--- src/rtl/mult_pkg.sv ---
// Shared constants and state encoding for the sequential radix-4 Booth multiplier.
package mult_pkg;

    localparam int unsigned WIDTH = 32;
    localparam int unsigned STEPS = 16;
    localparam int unsigned CNT_W = $clog2(STEPS);

    typedef enum logic [1:0] {
        IDLE = 2'b00,
        RUN  = 2'b01,
        DONE = 2'b10
    } state_t;

endpackage

--- src/rtl/mult_booth_seq_step_counter.sv ---
// Booth step counter: counts RUN cycles and flags the last one.
module step_counter
    import mult_pkg::*;
(
    input  logic clk,
    input  logic rst_n,
    input  logic i_clr,
    input  logic i_en,
    output logic o_wrap_c
);

    logic [CNT_W-1:0] r_count;

    always_ff @(posedge clk or negedge rst_n) begin
        if (!rst_n) begin
            r_count <= '0;
        end else if (i_clr) begin
            r_count <= '0;
        end else if (i_en) begin
            r_count <= r_count + CNT_W'(1);
        end
    end

    assign o_wrap_c = i_en && (r_count == CNT_W'(STEPS - 1));

endmodule

--- src/rtl/mult_booth_seq.sv ---
// Sequential signed 32x32 multiplier, one radix-4 Booth step per clock over 16 cycles.
module mult_booth_seq
    import mult_pkg::*;
#(
    parameter int unsigned WIDTH = mult_pkg::WIDTH
) (
    input  logic             clk,
    input  logic             reset,
    input  logic             ctrl_MULT,
    input  logic [WIDTH-1:0] data_operandA,
    input  logic [WIDTH-1:0] data_operandB,
    output logic [WIDTH-1:0] data_result,
    output logic             data_exception,
    output logic             data_resultRDY,
    output logic             busy
);

    localparam int unsigned ACC_W = WIDTH + 2;
    localparam int unsigned SH_W  = ACC_W + WIDTH + 1;

    state_t r_state;
    state_t w_state_nxt;

    logic [ACC_W-1:0]        r_acc;
    logic [WIDTH-1:0]        r_mult;
    logic                    r_guard;
    logic [WIDTH-1:0]        r_mcand;
    logic [WIDTH-1:0]        r_result;
    logic                    r_exc;
    logic                    r_rdy;
    logic                    r_busy;

    logic                    w_step;
    logic                    w_wrap;
    logic [ACC_W-1:0]        w_m;
    logic [ACC_W-1:0]        w_m2;
    logic [ACC_W-1:0]        w_pp;
    logic [ACC_W-1:0]        w_sum;
    logic signed [SH_W-1:0]  w_cat;
    logic signed [SH_W-1:0]  w_shift;
    logic                    w_exc;

    step_counter u_step_counter (
        .clk      (clk),
        .rst_n    (reset),
        .i_clr    (ctrl_MULT),
        .i_en     (w_step),
        .o_wrap_c (w_wrap)
    );

    always_ff @(posedge clk or negedge reset) begin
        if (!reset) begin
            r_state <= IDLE;
        end else begin
            r_state <= w_state_nxt;
        end
    end

    // A start in any state restarts; RUN leaves only on the counter wrap.
    always_comb begin
        w_state_nxt = r_state;
        if (ctrl_MULT) begin
            w_state_nxt = RUN;
        end else begin
            case (r_state)
                IDLE:    w_state_nxt = IDLE;
                RUN:     w_state_nxt = w_wrap ? DONE : RUN;
                DONE:    w_state_nxt = DONE;
                default: w_state_nxt = IDLE;
            endcase
        end
    end

    always_comb begin
        w_step = 1'b0;
        if (r_state == RUN && !ctrl_MULT) begin
            w_step = 1'b1;
        end
    end

    // Booth recode of {b(i+1), b(i), b(i-1)} and accumulate into the upper half.
    always_comb begin
        w_m  = {{2{r_mcand[WIDTH-1]}}, r_mcand};
        w_m2 = {w_m[ACC_W-2:0], 1'b0};
        w_pp = '0;
        case ({r_mult[1:0], r_guard})
            3'b001, 3'b010: w_pp = w_m;
            3'b011:         w_pp = w_m2;
            3'b100:         w_pp = -w_m2;
            3'b101, 3'b110: w_pp = -w_m;
            default:        w_pp = '0;
        endcase
        w_sum   = r_acc + w_pp;
        w_cat   = {w_sum, r_mult, r_guard};
        w_shift = w_cat >>> 2;
        w_exc   = (w_shift[2*WIDTH:WIDTH+1] != {WIDTH{w_shift[WIDTH]}});
    end

    always_ff @(posedge clk or negedge reset) begin
        if (!reset) begin
            r_acc    <= '0;
            r_mult   <= '0;
            r_guard  <= 1'b0;
            r_mcand  <= '0;
            r_result <= '0;
            r_exc    <= 1'b0;
            r_rdy    <= 1'b0;
            r_busy   <= 1'b0;
        end else begin
            r_rdy  <= w_wrap;
            r_busy <= (w_state_nxt == RUN);
            if (ctrl_MULT) begin
                r_mcand <= data_operandA;
                r_acc   <= '0;
                r_mult  <= data_operandB;
                r_guard <= 1'b0;
            end else if (w_step) begin
                r_acc   <= w_shift[SH_W-1:WIDTH+1];
                r_mult  <= w_shift[WIDTH:1];
                r_guard <= w_shift[0];
            end
            if (w_wrap) begin
                r_result <= w_shift[WIDTH:1];
                r_exc    <= w_exc;
            end
        end
    end

    assign data_result    = r_result;
    assign data_exception = r_exc;
    assign data_resultRDY = r_rdy;
    assign busy           = r_busy;

endmodule

--- config.mk ---
export PLATFORM = sky130hd
export DESIGN_NAME = mult_booth_seq
export DESIGN_NICKNAME = d
export VERILOG_FILES = /design/src/rtl/mult_pkg.sv /design/src/rtl/mult_booth_seq_step_counter.sv /design/src/rtl/mult_booth_seq.sv
export SDC_FILE = /design/constraint.sdc
export NUM_CORES = 1
export LEC_CHECK = 0
export BUFFER_PORTS_ARGS = -buffer_cell sky130_fd_sc_hd__buf_2
export CAP_MARGIN = 20
export CORE_ASPECT_RATIO = 1.5
export CORE_MARGIN = 1.5
export CORE_UTILIZATION = 55
export CTS_CLUSTER_DIAMETER = 30
export DETAILED_ROUTE_END_ITERATION = 7
export HOLD_SLACK_MARGIN = 0.02
export MAX_ROUTING_LAYER = met4
export PLACE_DENSITY = 0.75
export SLEW_MARGIN = 20
export SYNTH_ARGS = -nofsm -noshare
export SYNTH_HDL_FRONTEND = slang
export SYNTH_SLANG_ARGS = --single-unit
--- constraint.sdc ---
create_clock -name clk -period 9.95 [get_ports clk]
set_input_delay 0 -clock clk [delete_from_list [all_inputs] [get_ports clk]]
set_output_delay 0 -clock clk [all_outputs]
set_load 0.03 [all_outputs]
==> results of run 1 <==
[critical path: cells and delay by family (launching register included)]
kind                       cells  cell delay, ps
DFF                            1             440
muxes                          1             170
xor gates and xnor gates       2             270
and+or+nand+nor                9            2680
adders and majority gates      1             470
AOI/OAI and AO/OA              9            1960
[metal layers]
| layer | share of wire, % | global-route usage (%) |
|---|---|---|
| met4 | 5.3 | 18.2 |
| met1 | 39 | 34.5 |
| met5 | 0 | - |
| met2 | 52 | 54.1 |
| met3 | 3.7 | 4.44 |
[flip-flops by register name (all words and copies together), names as in the netlist]
register	count
data_result	32
r_guard	1
r_acc	32
data_exception	1
r_mult	32
busy	1
u_step_counter.r_count	4
r_state	2
r_mcand	32
data_resultRDY	1
[kinds of logic after synthesis]
logic type | count (synthesis)
adders and majority gates | 38
muxes | 125
xor gates and xnor gates | 87
AOI/OAI and AO/OA | 235
and+or+nand+nor | 306
DFF | 138
buffers and inverters | 90
[metrics by stage]
| step | cell area (um2) | power, mW | std cells |
|---|---|---|---|
| floorplan | 9380 | 1.47 | 1019 |
| CTS | 11500 | 2.43 | 1385 |
| global route | 11500 | 2.59 | 1386 |
| detailed placement | 9950 | 1.71 | 1266 |
| global placement | 9950 | 1.70 | 1266 |
| finish | 11500 | 2.45 | 1386 |
[power by group through the flow]
stage               logic, mW  registers, mW  clock network, mW
floorplan               0.768          0.702                  0
global placement        0.964          0.733                  0
detailed placement      0.975          0.735                  0
CTS                      1.01          0.726              0.688
global route             1.14          0.738              0.713
finish                   1.03          0.729              0.685
[synthesized netlist by cell type, types with 4 or more instances]
library cell	instances	area, um2
dfrtp_1	138	3450
nand2_1	119	447
nor2_1	89	334
mux2_2	64	721
mux2i_1	61	611
clkbuf_1	59	221
o21ai_0	57	285
xnor2_1	53	464
a21oi_1	52	260
ha_1	37	463
xor2_1	33	289
a31oi_1	29	181
a221oi_1	24	210
a21o_1	17	128
inv_1	17	63.8
nand4_1	12	75.1
nor3_1	12	60.1
or3_1	11	68.8
nand3_1	10	50.1
buf_1	9	33.8
nand2b_1	9	56.3
o211ai_1	9	67.6
and3_1	6	37.5
nor4_1	6	37.5
o221ai_1	6	52.6
o21bai_1	5	37.5
nor3_2	4	40.0
o31ai_1	4	30.0
[how the worst max path moves through the flow]
stage / to / slack [ps] / cells past startpoint
floorplan: data_exception / 4640 / 22
global placement: data_exception / 3910 / 22
detailed placement: data_exception / 3840 / 22
CTS: data_exception / 3820 / 22
global route: data_exception / 3450 / 21
finish: data_exception / 3820 / 22
[final cells by class]
cell class	instances	area, um2
flip-flops and latches	138	3450
clock buffers	17	425
repair buffers	199	1490
well taps	210	263
clock inverters	13	195
inverters	18	67.6
multi-input cells	791	5590
fillers	1239	5280
==> flow_summary_export.csv, run 1 <==
group,metric,value,unit
placed_design,io_buffers,101,
timing,fmaxAchievable,0.163,GHz
setup_path,regToRegStartpoint,"r_mcand[2]",
clock_network,cts_sinks,138,
placed_design,hpwl,16400,um
logic_synthesis,synth-edff-count,0,
power_and_ir_drop,combPwrFrac,42.2,%
flow_run,cap_viol_max_count,0,
placed_design,dp_slack,3840,ps
logic_synthesis,synth_top_family_by_area,"compound AO/OA/AOI/OAI gates",
power_and_ir_drop,p_leak,5.54,nW
setup_path,crit_arrival,6430,ps
power_and_ir_drop,swShare,39.5,%
clock_network,cts-root-buf,"clkbuf_16",
setup_path,rrSetupSlack,3820,ps
setup_path,cp_slowest_cell,"or4_1",
timing,setup_viol,0,
finish,final_cell_mix,"dfrtp_1, nand2_1, buf_2",
finish,areaGrowthSynthToFinish,22.5,%
logic_synthesis,ys_seq_area_share,36.8,%
logic_synthesis,synthArstFlopShare,100,%
timing,postLayoutSetupSlackWorst,3820,ps
timing,hold_slack,217,ps
timing,relSlewSlack,28.1,%
global_route,grt_pass1_wl,42400,um
floorplan,die_h,163,um
floorplan,start_util,55.9,%
floorplan,dieArea,0.0179,mm2
outcome,outcome,"completed",
logic_synthesis,synth-xor-area-share,8.21,%
global_route,grt_max_degree,103,
timing,min_period_over_period,61.6,%
logic_synthesis,synth_ff_type,"dfrtp_1",
logic_synthesis,muxShareOfSynthArea,14.2,%
setup_path,path_cells,"or3_1 > nor4_4 > nand2_1 > or3_4 > nor3_2 > nand2b_1 > nor4_2 > nand2b_1 > xnor2_1 > a221oi_1 > a31oi_1 > ha_1 > a21oi_1 > o211ai_1 > a221oi_1 > o31ai_1 > a311oi_1 > o21bai_1 > xor2_1 > or4_1 > mux2i_1 > a31oi_1",
global_route,gr-total-overflow,0,
route,wl,26600,um
route,drtIter0Drc,677,
route,routed_via_density,6.13,
min_path,hold_class,"input pin to async pin",
clock_network,clk_latency,430,ps
timing,rsz0062_at_grt,"no",
timing,setup_tns,0,ps
floorplan,boundaryPins,102,
timing,slew_violations,0,
clock_network,clk_path_buf_depth,2,
setup_path,r2r_cells,22,
timing,fin_crit,6130,ps
finish,final_common_cell,"dfrtp_1",
setup_path,cp.required,10240,ps
logic_synthesis,syn_area,0.00938,mm2
power_and_ir_drop,netSwitchingPower,0.966,mW
timing,hold_violations,0,
setup_path,startpoint_type,"register",
clock_network,cts_setup_buffers,0,
logic_synthesis,synth_cells,1019,
placed_design,place.gp.congestion,0.921,
logic_synthesis,syn_area_per_cell,9.20,um2
logic_synthesis,synth_warnings,0,
setup_path,crit_type,"register to register",
floorplan,die_w,110,um
clock_network,cts_tree,"done",
route,post-route-drc-count,0,
logic_synthesis,synth-seq-cells,138,
logic_synthesis,synth_compound_gate_area_share,16.3,%
finish,antenna_cells,0,
finish,drive_above_1_share,19.2,%
power_and_ir_drop,p_seq_share,29.8,%
timing,clock_skew,7.65,ps
route,first_pass_iters,6,
setup_path,cp_slowest_stage_delay,520,ps
floorplan,coreArea,0.0168,mm2
setup_path,cp_max_fo,9,
clock_network,post_cts_hold_buffer_count,89,
clock_network,path_clk_slew,60,ps
clock_network,htreeDepth,4,
global_route,grt_pass1_vias,8512,
setup_path,end_kind,"register",
finish,nets,1270,
global_route,track_usage,31.6,%
route,vias,8500,
logic_synthesis,yosysUniqueCellTypes,72,
logic_synthesis,synthAdderAreaFrac,5.15,%
logic_synthesis,syn_nets,1124,
clock_network,cts_buffers,17,
route,wl_per_cell,19.2,um
finish,fin_util,68.5,%
power_and_ir_drop,power_density,213,mW/mm2
global_route,antenna_found_initial,0,
clock_network,cts_resized,0,
setup_path,startpoint,"r_mcand[2]",
power_and_ir_drop,p_clk_share,28.0,%
power_and_ir_drop,peakVddDrop,0.144,mV
setup_path,reg2reg_to,"data_exception",
power_and_ir_drop,power.internal,1.48,mW
route,antenna_left,0,
floorplan,num_rows,58,
logic_synthesis,synth-simple-area-share,15.6,%
timing,worst_pin_slew,1080,ps
(Power assumes the default switching activity.)
==> run 2: changes to the inputs <==
CORE_UTILIZATION = 54   (was 55)
PLACE_DENSITY = 0.77   (was 0.75)
clock period = 5 ns   (was 9.95 ns; I/O delays follow)
==> flow_summary_export.csv, run 2 (synthesis gave the netlist of run 1 again) <==
group,metric,value,unit
outcome,outcome,"finished, violations left",
outcome,violations,"negative setup slack",
timing,slew_violations,0,
clock_network,clk_latency,430,ps
finish,fin_cells,1534,
min_path,hold_depth,2,
global_route,antenna_found_initial,0,
timing,rsz0062_at_grt,"yes",
route,wl,30500,um
route,first_pass_iters,5,
min_path,holdCritStartpoint,"ctrl_MULT",
route,wl_per_cell,19.9,um
clock_network,cts-root-buf,"clkbuf_16",
timing,fin_crit,5520,ps
route,drtIter0Drc,586,
floorplan,die_h,164,um
min_path,hold_class,"input pin to register",
setup_path,crit_type,"register to register",
setup_path,end_kind,"register",
floorplan,dieArea,0.0182,mm2
global_route,grt_pass1_vias,9504,
floorplan,die_w,111,um
setup_path,path_cells,"or4_4 > or3_4 > buf_4 > or3_4 > or2_4 > nand2_2 > xor2_1 > inv_1 > a221oi_2 > a21oi_2 > ha_1 > buf_4 > nand2_1 > o21ai_0 > a311oi_2 > buf_4 > o21ai_1 > xor2_1 > nor3_2 > nand3_1 > or4_4 > mux2i_1 > a31oi_1",
placed_design,dp_cells,1414,
timing,fmaxAchievable,0.181,GHz
setup_path,startpoint_type,"register",
timing,setup_viol,6,
setup_path,cp_slowest_cell,"or4_4",
floorplan,boundaryPins,102,
clock_network,cts_tree,"done",
placed_design,hpwl,18400,um
placed_design,place.gp.congestion,0.889,
setup_path,reg2reg_to,"data_exception",
clock_network,path_clk_slew,70,ps
floorplan,coreArea,0.0169,mm2
global_route,gr-total-overflow,0,
setup_path,rrSetupSlack,-520,ps
setup_path,path_common_cell,"buf_4",
clock_network,cts_sinks,138,
setup_path,cp.required,5310,ps
route,routed_via_density,6.14,
finish,nets,1416,
finish,final_common_cell,"buf_4",
setup_path,regToRegStartpoint,"r_mcand[12]",
timing,setup_tns,-1500,ps
floorplan,start_util,55.4,%
global_route,grt_pass1_wl,47000,um
setup_path,cp_slowest_stage_delay,550,ps
finish,areaGrowthSynthToFinish,38.9,%
global_route,grt_max_degree,86,
clock_network,htreeDepth,4,
power_and_ir_drop,power_density,449,mW/mm2
floorplan,num_rows,58,
finish,drive_above_1_share,35.4,%
timing,postLayoutSetupSlackWorst,-524,ps
timing,clock_skew,13.9,ps
finish,final_cell_mix,"buf_4, dfrtp_1, nand2_1",
route,post-route-drc-count,0,
flow_run,cap_viol_max_count,0,
global_route,track_usage,33.3,%
clock_network,clk_path_buf_depth,2,
timing,relSlewSlack,30.3,%
timing,hold_violations,0,
power_and_ir_drop,peakVddDrop,0.401,mV
finish,antenna_cells,0,
route,antenna_left,0,
power_and_ir_drop,total_power,5.85,mW
power_and_ir_drop,p_leak,6.41,nW
clock_network,cts_buffers,17,
timing,min_period_over_period,110,%
placed_design,io_buffers,101,
setup_path,r2r_cells,23,
setup_path,crit_arrival,5840,ps
min_path,hold_end,"r_acc[29]",
timing,worst_pin_slew,1050,ps
setup_path,cp_max_fo,5,
route,vias,9413,
timing,hold_slack,29.4,ps
run 2: critical path, delay by kind of cell, from the launching register on:
| family | cells | cell delay [ps] |
|---|---|---|
| multiplexers | 1 | 150 |
| XOR/XNOR | 2 | 320 |
| AO/OA/AOI/OAI | 6 | 1050 |
| buffers and inverters | 4 | 580 |
| AND/OR/NAND/NOR | 9 | 2620 |
| flip-flops | 1 | 380 |
| adder cells (fa/ha/maj) | 1 | 330 |
run 2: report_power, final:
| part | switching [mW] | leakage (nW) | total (mW) | internal (mW) |
|---|---|---|---|---|
| registers | 0.157 | 1.75 | 1.44 | 1.28 |
| clock network | 0.574 | 0.303 | 1.35 | 0.774 |
| logic | 1.57 | 4.36 | 3.06 | 1.49 |
| total | 2.30 | 6.41 | 5.85 | 3.55 |
run 2: layout make-up:
cell class              count  area (um2)
multi-input cells         791        6070
fillers                  1073        3880
flip-flops and latches    138        3450
repair buffers            345        2550
clock buffers              18         439
well taps                 210         263
clock inverters            14         179
inverters                  18        67.6
run 2: metal layers:
metal	share of wire, %	global-route usage, %	wire length [um]
met1	36	34.8	11000
met2	52	60.5	15900
met4	7.0	19.3	2130
met5	0	-	0
met3	4.7	4.48	1440
run 2: metrics by stage:
stage          instance area (um2)  worst slack, ps  util, %
4_1_cts                      12500             -270     73.6
3_5_place_dp                 11100             -340     65.6
6_report                     13000             -524     77.0
5_1_grt                      13000             -753     77.0
2_1_floorplan                 9390             -194        -
3_3_place_gp                 11100             -238     65.6
run 2: worst max-delay path by stage:
stage | start | end | slack, ps | cells after the start
final | r_mcand[12] | data_exception | -520 | 23
after global routing | r_mcand[12] | data_exception | -750 | 22
after CTS | r_mcand[0] | data_exception | -270 | 26
after detailed placement | r_mcand[11] | data_exception | -340 | 22
after global placement | r_mcand[0] | data_exception | -240 | 23
after floorplan | r_mcand[11] | data_exception | -190 | 23
run 2: what timing repair did:
action / CTS / global route
hold endpoints to repair: 144 / 0
setup endpoints to repair: 3 / 15
gates resized for setup: 13 / 87
buffers inserted: 6 / 20
hold buffers: 65 / 0
pin swaps: 10 / 46
